<file path="config.mk">
export PLATFORM = sky130hd
export DESIGN_NAME = pwm_actuator
export DESIGN_NICKNAME = d
export VERILOG_FILES = /design/src/rtl/pwm_actuator.sv
export SDC_FILE = /design/constraint.sdc
export NUM_CORES = 1
export LEC_CHECK = 0
export ABC_CLOCK_PERIOD_IN_PS = 2300
export BUFFER_PORTS_ARGS = -buffer_cell sky130_fd_sc_hd__buf_2
export CAP_MARGIN = 40
export CELL_PAD_IN_SITES_DETAIL_PLACEMENT = 0
export CELL_PAD_IN_SITES_GLOBAL_PLACEMENT = 2
export CORE_MARGIN = 5
export CORE_UTILIZATION = 30
export CTS_BUF_LIST = sky130_fd_sc_hd__clkbuf_8
export DETAILED_ROUTE_END_ITERATION = 8
export MAX_ROUTING_LAYER = met4
export PLACE_DENSITY_LB_ADDON = 0.2
export SYNTH_ARGS = -nofsm -noshare
export SYNTH_HDL_FRONTEND = slang
export SYNTH_SLANG_ARGS = --single-unit
</file>
<file path="constraint.sdc">
create_clock -name clk -period 2.3 [get_ports clk]
set_input_delay 0.23 -clock clk [delete_from_list [all_inputs] [get_ports clk]]
set_output_delay 0.23 -clock clk [all_outputs]
set_load 0.02 [all_outputs]
</file>
<file path="src/rtl/pwm_actuator.sv">
// Complementary PWM generator with dead time and a once-per-period sample strobe.
// Duty is captured from the signed fixed-point controller output at each period boundary.
module pwm_actuator #(
    parameter int size   = 19,
    parameter int FRAC   = 8,
    parameter int PERIOD = 500,
    parameter int DT     = 4,
    parameter int CW     = 10
) (
    input  logic                   clk,
    input  logic                   rst,
    input  logic                   go,
    input  logic signed [size-1:0] pidk,
    output logic                   EN,
    output logic                   pwm_h,
    output logic                   pwm_l,
    output logic                   sat_hi,
    output logic                   sat_lo
);

    typedef enum logic {
        IDLE = 1'b0,
        RUN  = 1'b1
    } state_t;

    localparam logic [CW-1:0]          LAST_CNT = CW'(PERIOD - 1);
    localparam logic [CW-1:0]          DT_CNT   = CW'(DT);
    localparam logic [CW-1:0]          L_END    = CW'(PERIOD - DT);
    localparam logic [CW:0]            DT_WIDE  = (CW + 1)'(DT);
    localparam logic signed [size-1:0] PERIOD_S = size'(PERIOD);

    state_t        state_q, state_d;
    logic [CW-1:0] cnt_q, cnt_d;
    logic [CW-1:0] duty_q, duty_d;
    logic          sat_hi_q, sat_hi_d;
    logic          sat_lo_q, sat_lo_d;
    logic          en_q, en_d;
    logic          pwm_h_q, pwm_h_d;
    logic          pwm_l_q, pwm_l_d;

    logic signed [size-1:0] duty_raw;
    logic [CW-1:0]          cap_duty;
    logic                   cap_hi;
    logic                   cap_lo;
    logic                   load;
    logic                   running;
    logic [CW:0]            l_start;

    // Arithmetic shift keeps the sign so negative commands clamp to zero duty.
    assign duty_raw = pidk >>> FRAC;

    always_comb begin
        cap_duty = '0;
        cap_hi   = 1'b0;
        cap_lo   = 1'b0;
        if (duty_raw < 0) begin
            cap_lo = 1'b1;
        end else if (duty_raw > PERIOD_S) begin
            cap_duty = CW'(PERIOD);
            cap_hi   = 1'b1;
        end else begin
            cap_duty = duty_raw[CW-1:0];
        end
    end

    always_comb begin
        state_d = state_q;
        cnt_d   = cnt_q;
        load    = 1'b0;
        case (state_q)
            IDLE: begin
                cnt_d = '0;
                if (go) begin
                    state_d = RUN;
                    load    = 1'b1;
                end
            end
            RUN: begin
                if (cnt_q == LAST_CNT) begin
                    cnt_d = '0;
                    load  = 1'b1;
                    if (!go) begin
                        state_d = IDLE;
                    end
                end else begin
                    cnt_d = cnt_q + 1'b1;
                end
            end
        endcase
    end

    // Duty and flags only change on a period boundary, so a period is never cut short.
    always_comb begin
        duty_d   = duty_q;
        sat_hi_d = sat_hi_q;
        sat_lo_d = sat_lo_q;
        if (load) begin
            duty_d   = cap_duty;
            sat_hi_d = cap_hi;
            sat_lo_d = cap_lo;
        end
    end

    assign running = (state_q == RUN);
    assign l_start = {1'b0, duty_q} + DT_WIDE;

    // High and low windows are disjoint by construction: cnt < duty versus cnt >= duty+DT.
    always_comb begin
        en_d    = running && (cnt_q == '0);
        pwm_h_d = running && (cnt_q >= DT_CNT) && (cnt_q < duty_q);
        pwm_l_d = running && ({1'b0, cnt_q} >= l_start) && (cnt_q < L_END);
    end

    always_ff @(posedge clk or posedge rst) begin
        if (rst) begin
            state_q  <= IDLE;
            cnt_q    <= '0;
            duty_q   <= '0;
            sat_hi_q <= 1'b0;
            sat_lo_q <= 1'b0;
            en_q     <= 1'b0;
            pwm_h_q  <= 1'b0;
            pwm_l_q  <= 1'b0;
        end else begin
            state_q  <= state_d;
            cnt_q    <= cnt_d;
            duty_q   <= duty_d;
            sat_hi_q <= sat_hi_d;
            sat_lo_q <= sat_lo_d;
            en_q     <= en_d;
            pwm_h_q  <= pwm_h_d;
            pwm_l_q  <= pwm_l_d;
        end
    end

    assign EN     = en_q;
    assign pwm_h  = pwm_h_q;
    assign pwm_l  = pwm_l_q;
    assign sat_hi = sat_hi_q;
    assign sat_lo = sat_lo_q;

endmodule

</file>
# Word-level counts from Yosys, hierarchy flattened
# Cells that the tools add are included.
# op_classes
div,0
addsub,2
mux,12
n_lt_le_gt_ge,6
n_mul,0
shift,0
n_bitwise,1
n_reduce_logical,6
n_eq_ne,1
# ops
op,n
two-way mux 10 bit,3
one-hot mux 10 bit (2 select lines),1
adder 10 x 3 -> 11 bit (second input constant),1
greater-or-equal comparator 10 x 11 -> 1 bit,1
> comparator 11 x 10 -> 1 bit (second input constant),1
< comparator 11 x 1 -> 1 bit (second input constant),1
adder 10 x 1 -> 10 bit (second input constant),1
== test 10 x 9 -> 1 bit (second input constant),1
greater-or-equal comparator 10 x 3 -> 1 bit (second input constant),1
zero test 10 bit,1
< comparator 10 bit,1
< comparator 10 x 9 -> 1 bit (second input constant),1
two-way mux 1 bit,6
logical AND 1 bit,5
one-hot mux 1 bit (2 select lines),2
inverter 1 bit,1
# word_totals
reg_bits,26
ramBits,0
mem_bits_ro,0
latch_bits,0
n_memories,0
in_bits,22
out_inout_bits,5

# Logic depth before layout (Yosys ltp)
# logic_depth
depth_word,4
mapped_depth,9

# Worst setup path after synthesis
# No wires, ideal clock.
# synth_timing
path_kind,register to register
start,register duty_q[2]
end,"register pwm_l_q, in the netlist pwm_l"
path_buffers,0
path_stages_with_launch,10
required_time_ns,2.172
arrival_time_ns,1.578
slack_ns,0.595
cell_sequence,dfrtp_1 -> ha_1 -> nand3_1 -> xnor2_1 -> ha_1 -> a21oi_1 -> o21a_1 -> o21ai_0 -> o2111ai_1 -> a21oi_1
# synth_via
elab_chain_cells,4
# synth_lines
item,line_no,rtl
start: declaration,34,"logic [CW-1:0] duty_q, duty_d;"
start signal: assignment,127,duty_q <= duty_d;
adder 10 x 3 -> 11 bit,105,"assign l_start = {1'b0, duty_q} + DT_WIDE;"
greater-or-equal comparator 10 x 11 -> 1 bit,111,"pwm_l_d = running && ({1'b0, cnt_q} >= l_start) && (cnt_q < L_END);"
logical AND 1 bit (2 in a row),111,
named net pwm_l_d,39,"logic pwm_l_q, pwm_l_d;"
end signal: assignment,132,pwm_l_q <= pwm_l_d;
end: declaration,39,
# The timed path passes the listed nets, and every way through them passes these cells.
# A chain may end at the register's enable or synchronous reset.

# Worst setup path in the final report
# Same ends and word-level chain as after synthesis.

==> key figures <==
Timing
  – Layout Skew: roughly 0.0023 ns
  – Actual slew at the worst max-slew pin: 0.479 ns
  – Setup repair after global routing missed its margin: no
  – Final hold violation count: 7
  – Max-slew violations: 0
  – Setup TNS: 0 ns
  – Share of the cycle needed by the critical path after routing: 0.830
  – Peak Freq: 524 MHz
  – Final setup fails: 0
  – Max transition margin: 0.678
  – WHS: -0.00266 ns
  – Minimum clock period after layout: roughly 1.9 ns

Yosys
  – Cells after synthesis: 183
  – Yosys warning count: 0
  – Dominant synthesized flop cell: sky130_fd_sc_hd__dfrtp_1
  – Number of nets produced by synthesis: 226
  – Sequential element share of the synthesized area: 0.376
  – Post-synthesis instance area: 1730 um2
  – Number of enable flip-flop cells after synthesis: 0
  – Async set-reset flop share out of synthesis: 1.00
  – Number of storage elements in the synthesis netlist: 26
  – Synthesized area divided by synthesized cell count: 9.46 um2
  – Post-synthesis cell type count: 36

Clock tree
  – H-tree level count: 1
  – Total of hold buffers inserted after clock tree synthesis: 0
  – Clock buffer depth: 2
  – Post-CTS sizing: 0
  – Clock tree root buffer cell: sky130_fd_sc_hd__clkbuf_8
  – Setup bufs post-CTS: 0
  – CTS clk-pin slew, worst paths: 0.09 ns
  – Clock net sink count: 26
  – Insertion delay to the later sink of the worst-skew pair: roughly 0.27 ns
  – Total CTS buffers: 3
  – CTS tree: yes

Floorplan
  – Die Outline Area: ~7400 um2
  – Number of core rows: 27
  – Area of the core: between 5000 and 6000 um2
  – I/O pin count: 27
  – Initial standard-cell utilization of the core: 0.312
  – Y dimension of the die: 85.9 um
  – Die X-Extent: 85.9 um

Global routing
  – Vias in the first global route: ~1.3k
  – Wire length of the first global-routing pass: 6160 um
  – Pin count of the biggest net entering global routing: 27
  – GRT Overall Usage: 0.108
  – Number of antenna violations at the first check in global routing: 0
  – Grt ovf: 0

Final layout
  – Layout Area Growth over Synthesis: 13.6%
  – Most common library cell in the layout ignoring fill and taps: sky130_fd_sc_hd__dfrtp_1
  – Layout net count: between 200 and 250
  – Commonest cells after routing, fill and taps aside: sky130_fd_sc_hd__dfrtp_1 (26), sky130_fd_sc_hd__nor2_1 (23), sky130_fd_sc_hd__nand2_1 (21), sky130_fd_sc_hd__ha_1 (21)
  – Antenna fix cells: 0
  – Fraction of final layout cells with drive strength greater than 1: 0.180

Critical path
  – Signal arrival time at the worst endpoint: just over 2 ns
  – Setup Crit Path Kind: reg -> reg
  – Slowest Stage Delay on Critical Path: 0.45 ns
  – Data required, critical path: 2.46 ns
  – Critical path, cell by cell: ha_1 -> nand3_1 -> xnor2_1 -> ha_1 -> a21oi_1 -> o21a_1 -> o21ai_0 -> o2111ai_1 -> a21oi_1
  – Worst-path cell with the longest stage delay: sky130_fd_sc_hd__dfrtp_1
  – Biggest fanout along the worst timing path: 5
  – Category of the worst setup path capture point: flip-flop
  – Startpoint type of the worst setup path: flip-flop

Route
  – Routed wire per std cell: 12.7 um
  – Initial DRC count: 72
  – Drt pass-1 iters: 4
  – Average via count per standard cell: 4.60
  – Total length of routed wires: roughly 3500 um
  – Vias after detailed routing: between 1k and 1.5k
  – Antenna Nets Post-Route: 0
  – Residual DRC: 0

Place
  – Port bufs: 18
  – HPWL after detailed placement: 2870 um
  – Global placer's final weighted congestion: 0.767

Power and ir drop
  – Worst vdd ir: 0.188 mV
  – Pleak: 0.000921 uW
  – PD cells: 445 nW/um2

Outcome
  – Failing checks: negative hold slack
  – Status: finished with violations

Job
  – Reported max-cap violation count: 0

Hold path
  – Worst min path class: in -> async
-- final timing paths --
kind	startpoint	endpoint	depth (start not counted)	slack (ns)
max in group asynchronous	rst	duty_q[8]	3	2.05
worst max-delay path	duty_q[2]	pwm_l	9	0.39
worst max register to register	duty_q[2]	pwm_l	9	0.39
min in group clk	go	running	2	0.16
worst min register to register	cnt_q[0]	cnt_q[0]	1	0.48
worst min-delay path	rst	cnt_q[2]	3	-0.003
-- cell usage after synthesis (2+ instances only) --
library cell               count  area (um2)
sky130_fd_sc_hd__nand3b_1      2        15.0
sky130_fd_sc_hd__o31ai_2       8         100
sky130_fd_sc_hd__and3_1        3        18.8
sky130_fd_sc_hd__xnor2_1      10        87.6
sky130_fd_sc_hd__ha_1         21         263
sky130_fd_sc_hd__a21oi_1       4        20.0
sky130_fd_sc_hd__nand2_1      21        78.8
sky130_fd_sc_hd__and2_1        2        12.5
sky130_fd_sc_hd__inv_1        18        67.6
sky130_fd_sc_hd__xor2_1        4        35.0
sky130_fd_sc_hd__dfrtp_1      26         651
sky130_fd_sc_hd__o21ai_0       5        25.0
sky130_fd_sc_hd__nor3_1        3        15.0
sky130_fd_sc_hd__nor2b_1       3        18.8
sky130_fd_sc_hd__o21a_1        2        15.0
sky130_fd_sc_hd__nand2b_1      3        18.8
sky130_fd_sc_hd__nand3_1       7        35.0
sky130_fd_sc_hd__nor2_1       23        86.3
-- state kept, by name, summed over array words and instances (netlist names) --
name     cells
EN           1
cnt_q       10
duty_q      10
pwm_h        1
pwm_l        1
running      1
sat_hi       1
sat_lo       1
-- through the flow --
step	util	area (um2)	cells	setup WS, ns	total power [uW]
6_report	0.355	1970	277	0.391	874
5_1_grt	0.355	1970	277	0.108	928
4_1_cts	0.355	1970	277	0.373	893
3_5_place_dp	0.345	1910	273	0.394	592
3_3_place_gp	0.345	1910	273	0.396	589
2_1_floorplan	-	1730	183	0.595	554
-- cell type report --
type / count / area, um2
flip-flops and latches: 26 / 651
clock buffers: 4 / 55.1
repair buffers: 21 / 113
fillers: 589 / 3570
well taps: 72 / 90.1
inverters: 18 / 67.6
multi-input cells: 136 / 990
-- logic make-up (layout without fill, tap and decap cells) --
group / after synthesis / after routing / share of synthesized area
DFF: 26 / 26 / 0.376
AOI/OAI and AO/OA: 29 / 29 / 0.153
xor gates and xnor gates: 14 / 14 / 0.0709
and+or+nand+nor: 71 / 71 / 0.190
muxes: 1 / 1 / 0.00651
adders and majority gates: 21 / 21 / 0.152
buffers and inverters: 21 / 43 / 0.0521
-- worst max-delay path, delay by kind of cell (launching register included) --
| kind | cells | cell delay (ns) |
|---|---|---|
| adder cells (fa/ha/maj) | 2 | 0.55 |
| flip-flops | 1 | 0.45 |
| AO/OA/AOI/OAI | 5 | 0.55 |
| AND/OR/NAND/NOR | 1 | 0.11 |
| XOR/XNOR | 1 | 0.14 |
-- power breakdown --
| part | leakage, uW | switching [uW] | internal (uW) |
|---|---|---|---|
| logic | 0.000560 | 57.5 | 43.1 |
| clock network | 0.0000288 | 141 | 153 |
| registers | 0.000332 | 10.3 | 469 |
-- routing by layer --
| metal | routed length [um] | up-vias | global-route usage |
|---|---|---|---|
| li1 | - | 670 | - |
| met2 | 1540 | 17 | 0.163 |
| met4 | 49 | 0 | 0.0345 |
| met3 | 86 | 5 | 0.0173 |
| met1 | 1830 | 582 | 0.147 |
| met5 | 0 | - | - |
(Power assumes the default switching activity.)
